===== src/rtl/esc_motion_sequencer.sv =====
// Motion sequencer for the BLDC ESC core: start/stop, alignment, speed-reference
// ramping, direction reversal through a coast brake, stall watchdog and autotune restart.
module esc_motion_sequencer #(
  parameter int DATA_WIDTH   = 16,
  parameter int CNT_WIDTH    = 24,
  parameter int START_PERIOD = 4000,
  parameter int MIN_PERIOD   = 150,
  parameter int RAMP_STEP    = 16,
  parameter int RAMP_DIV     = 1024,
  parameter int ALIGN_CYCLES = 50000,
  parameter int COAST_CYCLES = 100000,
  parameter int STALL_CYCLES = 200000
) (
  input  logic                  clk,
  input  logic                  reset,
  input  logic                  start,
  input  logic                  stop,
  input  logic                  dir_cmd,
  input  logic [DATA_WIDTH-1:0] target_period,
  input  logic [DATA_WIDTH-1:0] period_speed,
  input  logic                  speed_valid,
  input  logic [2:0]            autotune_sel_in,
  input  logic                  clear_fault,
  output logic                  pwm_en,
  output logic [DATA_WIDTH-1:0] period_reference,
  output logic                  tuner_reset,
  output logic [2:0]            autotune_select,
  output logic                  busy,
  output logic                  fault,
  output logic [2:0]            state
);

  typedef enum logic [2:0] {
    ST_IDLE  = 3'd0,
    ST_ALIGN = 3'd1,
    ST_RAMP  = 3'd2,
    ST_RUN   = 3'd3,
    ST_BRAKE = 3'd4,
    ST_FAULT = 3'd5
  } state_t;

  localparam int EW      = DATA_WIDTH + 2;
  localparam int MAX_MAG = (1 << (DATA_WIDTH - 1)) - 1;
  localparam logic signed [EW-1:0] STEP_S = EW'(RAMP_STEP);

  function automatic logic [DATA_WIDTH-1:0] clamp_target(input logic [DATA_WIDTH-1:0] t);
    if (t < DATA_WIDTH'(MIN_PERIOD)) return DATA_WIDTH'(MIN_PERIOD);
    if (t > DATA_WIDTH'(MAX_MAG))    return DATA_WIDTH'(MAX_MAG);
    return t;
  endfunction

  function automatic logic [CNT_WIDTH-1:0] sat_inc(input logic [CNT_WIDTH-1:0] c);
    return (&c) ? c : c + 1'b1;
  endfunction

  function automatic logic [DATA_WIDTH-1:0] signed_ref(input logic [DATA_WIDTH-1:0] mag,
                                                       input logic neg);
    logic signed [DATA_WIDTH-1:0] s;
    s = $signed(mag);
    if (neg) s = -s;
    return $unsigned(s);
  endfunction

  state_t                  state_q, state_d;
  logic                    dir_lat_q, dir_lat_d;
  logic [DATA_WIDTH-1:0]   ref_mag_q, ref_mag_d;
  logic [2:0]              auto_d;
  logic [CNT_WIDTH-1:0]    cnt_q, cnt_d;
  logic [CNT_WIDTH-1:0]    ramp_cnt_q, ramp_cnt_d;
  logic [CNT_WIDTH-1:0]    wd_cnt_q, wd_cnt_d;
  logic                    arm_q, arm_d;
  logic                    brake_idle_q, brake_idle_d;
  logic                    tuner_d;
  logic [DATA_WIDTH-1:0]   tgt;
  logic signed [EW-1:0]    diff;
  logic                    wd_expire;
  logic                    drive_d;

  // The measured period itself is consumed by the ESC core; only its update strobe matters here.
  logic unused_period_speed;
  assign unused_period_speed = ^period_speed;

  assign tgt       = clamp_target(target_period);
  assign diff      = $signed({2'b00, tgt}) - $signed({2'b00, ref_mag_q});
  assign wd_expire = !speed_valid && (wd_cnt_q >= CNT_WIDTH'(STALL_CYCLES - 1));
  assign drive_d   = (state_d == ST_ALIGN) || (state_d == ST_RAMP) || (state_d == ST_RUN);
  assign state     = state_q;

  always_comb begin
    state_d      = state_q;
    dir_lat_d    = dir_lat_q;
    ref_mag_d    = ref_mag_q;
    auto_d       = autotune_select;
    cnt_d        = cnt_q;
    ramp_cnt_d   = ramp_cnt_q;
    wd_cnt_d     = wd_cnt_q;
    arm_d        = arm_q;
    brake_idle_d = brake_idle_q;
    tuner_d      = 1'b0;

    case (state_q)
      ST_IDLE: begin
        cnt_d = '0;
        if (start && !stop) begin
          dir_lat_d = dir_cmd;
          auto_d    = autotune_sel_in;
          ref_mag_d = DATA_WIDTH'(START_PERIOD);
          arm_d     = 1'b1;
          state_d   = ST_ALIGN;
        end
      end

      ST_ALIGN: begin
        if (stop || (dir_cmd != dir_lat_q)) begin
          brake_idle_d = stop;
          cnt_d        = '0;
          state_d      = ST_BRAKE;
        end else if (cnt_q >= CNT_WIDTH'(ALIGN_CYCLES - 1)) begin
          cnt_d      = '0;
          ramp_cnt_d = '0;
          wd_cnt_d   = '0;
          state_d    = ST_RAMP;
        end else begin
          cnt_d = sat_inc(cnt_q);
        end
      end

      ST_RAMP, ST_RUN: begin
        if (wd_expire) begin
          wd_cnt_d = '0;
          state_d  = ST_FAULT;
        end else if (stop || (dir_cmd != dir_lat_q)) begin
          brake_idle_d = stop;
          cnt_d        = '0;
          wd_cnt_d     = '0;
          state_d      = ST_BRAKE;
        end else begin
          wd_cnt_d = speed_valid ? '0 : sat_inc(wd_cnt_q);
          if (state_q == ST_RAMP) begin
            if (ramp_cnt_q >= CNT_WIDTH'(RAMP_DIV - 1)) begin
              ramp_cnt_d = '0;
              if (diff < -STEP_S) begin
                ref_mag_d = ref_mag_q - DATA_WIDTH'(RAMP_STEP);
              end else if (diff > STEP_S) begin
                ref_mag_d = ref_mag_q + DATA_WIDTH'(RAMP_STEP);
              end else begin
                ref_mag_d = tgt;
                wd_cnt_d  = '0;
                state_d   = ST_RUN;
                // Autotune restarts only once per start or reversal, not on every RAMP->RUN hop.
                if (arm_q) begin
                  tuner_d = 1'b1;
                  arm_d   = 1'b0;
                end
              end
            end else begin
              ramp_cnt_d = sat_inc(ramp_cnt_q);
            end
          end else if ((diff > STEP_S) || (diff < -STEP_S)) begin
            ramp_cnt_d = '0;
            wd_cnt_d   = '0;
            state_d    = ST_RAMP;
          end else begin
            ref_mag_d = tgt;
          end
        end
      end

      ST_BRAKE: begin
        if (stop) brake_idle_d = 1'b1;
        if (cnt_q >= CNT_WIDTH'(COAST_CYCLES - 1)) begin
          cnt_d = '0;
          if (brake_idle_q || stop) begin
            state_d = ST_IDLE;
          end else begin
            dir_lat_d = dir_cmd;
            ref_mag_d = DATA_WIDTH'(START_PERIOD);
            arm_d     = 1'b1;
            state_d   = ST_ALIGN;
          end
        end else begin
          cnt_d = sat_inc(cnt_q);
        end
      end

      ST_FAULT: begin
        if (clear_fault && !start) state_d = ST_IDLE;
      end

      default: state_d = ST_IDLE;
    endcase
  end

  always_ff @(posedge clk or negedge reset) begin
    if (!reset) begin
      state_q          <= ST_IDLE;
      dir_lat_q        <= 1'b0;
      ref_mag_q        <= '0;
      cnt_q            <= '0;
      ramp_cnt_q       <= '0;
      wd_cnt_q         <= '0;
      arm_q            <= 1'b0;
      brake_idle_q     <= 1'b0;
      autotune_select  <= '0;
      pwm_en           <= 1'b0;
      period_reference <= '0;
      tuner_reset      <= 1'b0;
      busy             <= 1'b0;
      fault            <= 1'b0;
    end else begin
      state_q          <= state_d;
      dir_lat_q        <= dir_lat_d;
      ref_mag_q        <= ref_mag_d;
      cnt_q            <= cnt_d;
      ramp_cnt_q       <= ramp_cnt_d;
      wd_cnt_q         <= wd_cnt_d;
      arm_q            <= arm_d;
      brake_idle_q     <= brake_idle_d;
      autotune_select  <= auto_d;
      pwm_en           <= drive_d;
      period_reference <= drive_d ? signed_ref(ref_mag_d, dir_lat_d) : '0;
      tuner_reset      <= tuner_d;
      busy             <= (state_d != ST_IDLE) && (state_d != ST_FAULT);
      fault            <= (state_d == ST_FAULT);
    end
  end

endmodule


===== config.mk =====
export PLATFORM = sky130hd
export DESIGN_NAME = esc_motion_sequencer
export DESIGN_NICKNAME = d
export VERILOG_FILES = /design/src/rtl/esc_motion_sequencer.sv
export SDC_FILE = /design/constraint.sdc
export NUM_CORES = 1
export LEC_CHECK = 0
export ABC_AREA = 1
export CELL_PAD_IN_SITES_DETAIL_PLACEMENT = 0
export CELL_PAD_IN_SITES_GLOBAL_PLACEMENT = 1
export CORE_MARGIN = 4
export CORE_UTILIZATION = 43
export CTS_CLUSTER_DIAMETER = 150
export DETAILED_ROUTE_END_ITERATION = 10
export PLACE_DENSITY = 0.79
export SLEW_MARGIN = 20
export SYNTH_ARGS = -nofsm -noshare
export SYNTH_HDL_FRONTEND = slang
export SYNTH_SLANG_ARGS = --single-unit
export TNS_END_PERCENT = 10

===== constraint.sdc =====
create_clock -name clk -period 4.79 [get_ports clk]
set_input_delay 0.958 -clock clk [delete_from_list [all_inputs] [get_ports clk]]
set_output_delay 0.958 -clock clk [all_outputs]
set_load 0.1 [all_outputs]

Word-level counts from Yosys, hierarchy flattened
Cells that the tools add are included.

storage, ports and cells
  register bits after elaboration = 117
  input port bits = 42
  output and inout bits = 26

operators by class
  $add $sub $neg = 7
  magnitude comparators = 8
  equality and inequality tests = 26
  multiplexer cells = 86
  reduce and logical (&&, ||, !) cells = 28

operators with widths
  operator                                                                            count
  24-bit two-way mux                                                                  23
  16-bit two-way mux                                                                  16
  24-bit case mux with 2 select lines                                                 2
  24-bit case mux with 4 select lines                                                 1
  24-bit by 1-bit adder with 24-bit output (second input constant)                    3
  24-bit AND reduction                                                                3
  16-bit case mux with 3 select lines                                                 1
  3-bit two-way mux                                                                   12
  1-bit two-way mux                                                                   27
  2-bit inequality test (second input constant)                                       13
  24-bit by 10-bit >= comparator with 1-bit output (second input constant)            1
  24-bit by 16-bit >= comparator with 1-bit output (second input constant)            1
  24-bit by 17-bit >= comparator with 1-bit output (second input constant)            1
  24-bit by 18-bit >= comparator with 1-bit output (second input constant)            1
  17-bit by 6-bit greater-than comparator with 1-bit output (second input constant)   1
  17-bit by 5-bit less-than comparator with 1-bit output (second input constant)      1
  16-bit by 16-bit subtractor with 17-bit output                                      1
  16-bit by 5-bit adder with 16-bit output (second input constant)                    1
  16-bit by 15-bit greater-than comparator with 1-bit output (second input constant)  1
  16-bit by 8-bit less-than comparator with 1-bit output (second input constant)      1
  16-bit negation                                                                     1
  16-bit by 5-bit subtractor with 16-bit output (second input constant)               1
  3-bit case mux with 5 select lines                                                  1
  3-bit by 2-bit equality test with 1-bit output (second input constant)              4
  other kinds (19)                                                                    37

Longest topological paths before layout
  word-level depth = 18
  mapped depth = 39
  depth with buffers taken out = 37

Worst setup path before layout
OpenSTA, ideal clock, no wires.

  path type = input port to flip-flop
  from = in target_period[15]
  to = reg period_reference[14]
  setup time = 0.119 ns
  arrival time = 4.972 ns
  required time = 4.671 ns
  setup slack = -0.301 ns
  cell stages on the path = 35
  path through = clkbuf_1 inv_1 nand2_1 nor4_1 nand2_1 o21ai_0 ha_1 inv_1 fa_1 nand3_1 nand2_2 nand2_2 nand2_2 a21oi_4 nand3_1 nor2_1 nand3_2 nand2_4 nand2_4 inv_4 buf_6 nand3_2 nand3_2 nand2_2 nor2_4 ha_1 nand4_1 nor2_2 nand3_2 nor2_2 nand2_1 nand2_1 nand3_1 nand2_1 nor2_1

between the ends
  cells in the longest elaborated chain, start to end = 18
  elaborated cells between the ends (all ways) = 36
  classes of those cells = 2 x add/sub; 4 x order compare; 3 x eq/ne; 24 x mux; 3 x reduce/logical

ends and longest elaborated chain
  item                                                                                     RTL line  source
  start, declared                                                                          19        input logic [DATA_WIDTH-1:0] target_period,
  16-bit by 15-bit greater-than comparator with 1-bit output                               48        if (t > DATA_WIDTH'(MAX_MAG)) return DATA_WIDTH'(MAX_MAG);
  1-bit two-way mux (2 in a row)                                                           48
  16-bit two-way mux                                                                       49        return t;
  16-bit two-way mux *                                                                     48
  branches (longest 12 deep; another with 16-bit by 16-bit subtractor with 17-bit output)  -
  16-bit two-way mux *                                                                     221       period_reference <= drive_d ? signed_ref(ref_mag_d, dir_lat_d) : '0;
  end signal, assigned                                                                     221
  end, declared                                                                            25        output logic [DATA_WIDTH-1:0] period_reference,

Every way passes the cells marked *. The select of a mux whose other input is x is not followed.
A chain may end at the register's enable or synchronous reset.

Worst setup path in the final report
  from = in target_period[10]
  to = reg period_reference[1]

between the ends
  elaborated cells between the ends (all ways) = 36
  classes of those cells = 2 x add/sub; 4 x order compare; 3 x eq/ne; 24 x mux; 3 x reduce/logical

RTL lines
  item                                                        RTL line  source
  16-bit by 15-bit greater-than comparator with 1-bit output  48
  1-bit two-way mux (2 in a row)                              48
  16-bit two-way mux                                          49
  16-bit two-way mux *                                        48
  16-bit by 16-bit subtractor with 17-bit output              84        assign diff = $signed({2'b00, tgt}) - $signed({2'b00, ref_mag_q});
  17-bit by 6-bit greater-than comparator with 1-bit output   144, 159
  16-bit two-way mux                                          144       end else if (diff > STEP_S) begin
  16-bit two-way mux                                          142       if (diff < -STEP_S) begin
  16-bit two-way mux                                          140       if (ramp_cnt_q >= CNT_WIDTH'(RAMP_DIV - 1)) begin
  16-bit two-way mux *                                        139       if (state_q == ST_RAMP) begin
  16-bit two-way mux *                                        132       end else if (stop || (dir_cmd != dir_lat_q)) begin
  16-bit two-way mux *                                        129       if (wd_expire) begin
  16-bit case mux with 3 select lines *                       101       case (state_q)
  net ref_mag_d[1]                                            66        logic [DATA_WIDTH-1:0] ref_mag_q, ref_mag_d;
  16-bit negation                                             60        if (neg) s = -s;
  16-bit two-way mux *                                        60
  16-bit two-way mux *                                        221

The timed path passes the listed nets; every way through them passes the cells marked *. The select of a mux whose other input is x is not followed.

==> impl_metrics.env <==
export IMPL_status="finished, final reports clean"
export IMPL_ys_seq_area_share_pct=34.58
export IMPL_worst_slew_pin_slew_ns=0.9933
export IMPL_start_util_pct=43.65
export IMPL_die_y_um=148.3
export IMPL_p_leak_uw=0.005638
export IMPL_synthSimpleGateAreaFrac_pct=36.78
export IMPL_postCtsHoldBufs=0
export IMPL_io_buffer_count=51
export IMPL_nets=1534
export IMPL_avgSynthCellArea_um2=6.630
export IMPL_dpl_hpwl_mm=17.86
export IMPL_drv_slew=0
export IMPL_regArea_um2=2928
export IMPL_routed_wl_mm=23.55
export IMPL_antenna_cells=0
export IMPL_holdPathEnd="ramp_cnt_q[3]"
export IMPL_maxCapViolations=0
export IMPL_cts_path_max_buffers=2
export IMPL_drive_above_1_share_pct=21.12
export IMPL_critPathRequiredTime_ns=5.14
export IMPL_viasPerCell=4.904
export IMPL_syn_nets=1342
export IMPL_die_width_um=148.3
export IMPL_io_pins=68
export IMPL_p_per_area_nw_per_um2=589.8
export IMPL_ant_nets=0
export IMPL_row_count=51
export IMPL_worstReg2RegEnd="period_reference[1]"
export IMPL_worst_ep_arrival_time_ns=4.88
export IMPL_syn_area_um2=8467
export IMPL_synthMuxAreaShare_pct=0
export IMPL_core_area_um2=19400
export IMPL_tritoncts="built"
export IMPL_worst_slack_ns=0.2554
export IMPL_area_delta_synth_final_pct=33.01
export IMPL_most_common_layout_cells="nand2_1, inv_1, buf_4"
export IMPL_clock_skew_ns=0.01162
export IMPL_start_kind="input port"
export IMPL_clkTransAtPathRegs_ns=0.06
export IMPL_yosys_area_share_xor_xnor_pct=2.896
export IMPL_netlist_cell_type_count=49
export IMPL_cp_max_fo=4
export IMPL_whs_path_depth=1
export IMPL_synth_compound_area_share_pct=10.05
export IMPL_synth_edf_count=0
export IMPL_fmax_mhz=220.5
export IMPL_layout_commonest_cell="nand2_1"
export IMPL_final_cell_area_um2=11260
export IMPL_grt_pass1_vias=8174
export IMPL_vias=8568
export IMPL_multi_input_comb_area_um2=4882
export IMPL_synth_seq_cells=117
export IMPL_antenna_found_initial=0
export IMPL_post_place_ws_ns=-0.7415
export IMPL_path_class="input port to flip-flop"
export IMPL_synthArstFlopShare_pct=100.0
export IMPL_drt_pass1_iterations=5
export IMPL_fin_setup_tns_ns=0
export IMPL_min_from="ramp_cnt_q[3]"
export IMPL_synth_top_family_by_area="simple AND/OR/NAND/NOR gates"
export IMPL_grt_overflow=0
export IMPL_dpl_cell_area_um2=9992
export IMPL_wl_per_cell_um=13.48
export IMPL_max_stage_delay_ns=0.38
export IMPL_r2r_cells=29
export IMPL_drtIter0Drc=403
export IMPL_hold_violations=0
export IMPL_dieArea_um2=22000
export IMPL_hold_class="flip-flop to flip-flop"
export IMPL_grt_start_max_net_pins=64
export IMPL_insertion_delay_ns=0.41
export IMPL_cp_end_kind="flip-flop"
export IMPL_grt_pass1_wl_mm=38.83
export IMPL_finalSetupViolations=0
export IMPL_fin_crit_ns=4.535
export IMPL_rrSetupSlack_ns=0.78
export IMPL_yosysWarnings=0
export IMPL_synth_flop_cell="dfrtp_1"
export IMPL_reg2reg_from="ref_mag_q[10]"
export IMPL_irDropWorstVdd_v=0.0003274
export IMPL_clock_sinks=117
export IMPL_fillerInstances=1924
export IMPL_root_buffer="clkbuf_16"
export IMPL_drcViolationCount=0
export IMPL_gp_congestion=0.8701
export IMPL_cp_slowest_cell="fa_2"
export IMPL_post_route_period_util_pct=94.67
export IMPL_crit_top_cell="buf_4"
export IMPL_cts_buffers=17
export IMPL_synthAdderAreaFrac_pct=3.488
export IMPL_globalRouteTotalUtil_pct=21.53
export IMPL_maxSlewHeadroom_pct=33.57
export IMPL_htreeDepth=4
export IMPL_synthCells=1277
==> power by group <==
| group | internal, µW | leakage (µW) | switching [µW] |
|---|---|---|---|
| registers | 1150 | 0.00159 | 165 |
| clock network | 792 | 0.000299 | 520 |
| logic | 1420 | 0.00375 | 2590 |
| total | 3370 | 0.00564 | 3280 |
==> Yosys cell counts, types with 3 or more instances <==
cell        n  share of area, %
o31ai_1     3              0.27
nand2_1   315                14
nor2_1    147               6.5
and2_1      4              0.30
clkinv_1    4              0.18
nand3_1    99               5.9
nand3b_1    6              0.53
a21oi_1    56               3.3
o22ai_1    15               1.1
clkbuf_1   15              0.66
buf_6       4              0.53
nor2_4      4              0.53
nor3_1     35               2.1
dfrtp_1   117                35
nand2_4     3              0.40
nor3_2      3              0.35
o21ai_0    51               3.0
nand2_2     7              0.52
nand4_1    31               2.3
nand3_2    11               1.3
a31oi_1     4              0.30
o21ai_1     7              0.41
inv_1     234                10
inv_2       3              0.13
ha_1       22               3.3
xor2_1     26               2.7
nor2_2      6              0.44
o21a_1      4              0.35
nor4_1     16               1.2
==> through the flow <==
step	util [%]	cells	power (µW)	hold WS, ns
after floorplan	-	1277	3819	0.4330
after global placement	51.51	1674	4994	0.4455
after detailed placement	51.51	1674	5014	0.4568
after CTS	56.78	1741	6519	0.4606
after global routing	58.06	1747	7160	0.4763
final	58.06	1747	6643	0.4616
==> critical path, delay by kind of cell <==
family,cells,cell delay [ns]
AO/OA/AOI/OAI,2,0.18
adder cells (fa/ha/maj),2,0.59
buffers and inverters,13,1.38
AND/OR/NAND/NOR,19,1.78
==> cells by family (layout without fill, tap and decap cells) <==
kind of cell,after synthesis,after routing
and+or+nand+nor,692,692
buffers and inverters,264,469
AOI/OAI and AO/OA,152,152
DFF,117,117
xor gates and xnor gates,28,28
adders and majority gates,23,23
other,1,1
==> flip-flops by register name, indices dropped and copies added (netlist names) <==
name and flops:
cnt_q 24, ramp_cnt_q 24, wd_cnt_q 24, period_reference 16, ref_mag_q 16, autotune_select 3
state 3, arm_q 1, brake_idle_q 1, busy 1, dir_lat_q 1, fault 1
pwm_en 1, tuner_reset 1
==> final cells by class <==
cell class	instances	share of cell area, %
clock buffer	17	3.777
clock inverter	15	1.611
inverter	242	8.132
multi-input combinational	896	43.35
sequential	117	26.00
tap	265	2.944
timing repair buffer	195	14.19
==> worst max-delay path by stage <==
stage	from	endpoint	slack, ns	cells past startpoint
2_1_floorplan	target_period[15]	period_reference[14]	-0.12	35
3_3_place_gp	target_period[15]	period_reference[14]	-0.69	36
3_5_place_dp	target_period[15]	period_reference[14]	-0.74	36
4_1_cts	target_period[4]	period_reference[14]	-0.009	37
5_1_grt	target_period[10]	period_reference[14]	-0.06	37
6_report	target_period[10]	period_reference[1]	0.26	36
==> timing repair <==
item,4_1_cts,5_1_grt
endpoints found under the setup margin,15,27
buffers inserted,35,6
pin swaps,32,52
resized for setup,54,83
==> routing by layer <==
metal / routed length, µm / global-route usage [%] / vias to the layer above
met5: 0 / 0 / -
li1: - / - / 4454
met3: 791 / 3.473 / 29
met1: 10670 / 27.80 / 3939
met2: 11720 / 37.91 / 146
met4: 371 / 5.219 / 0
Power figures use the tool's default switching activity.
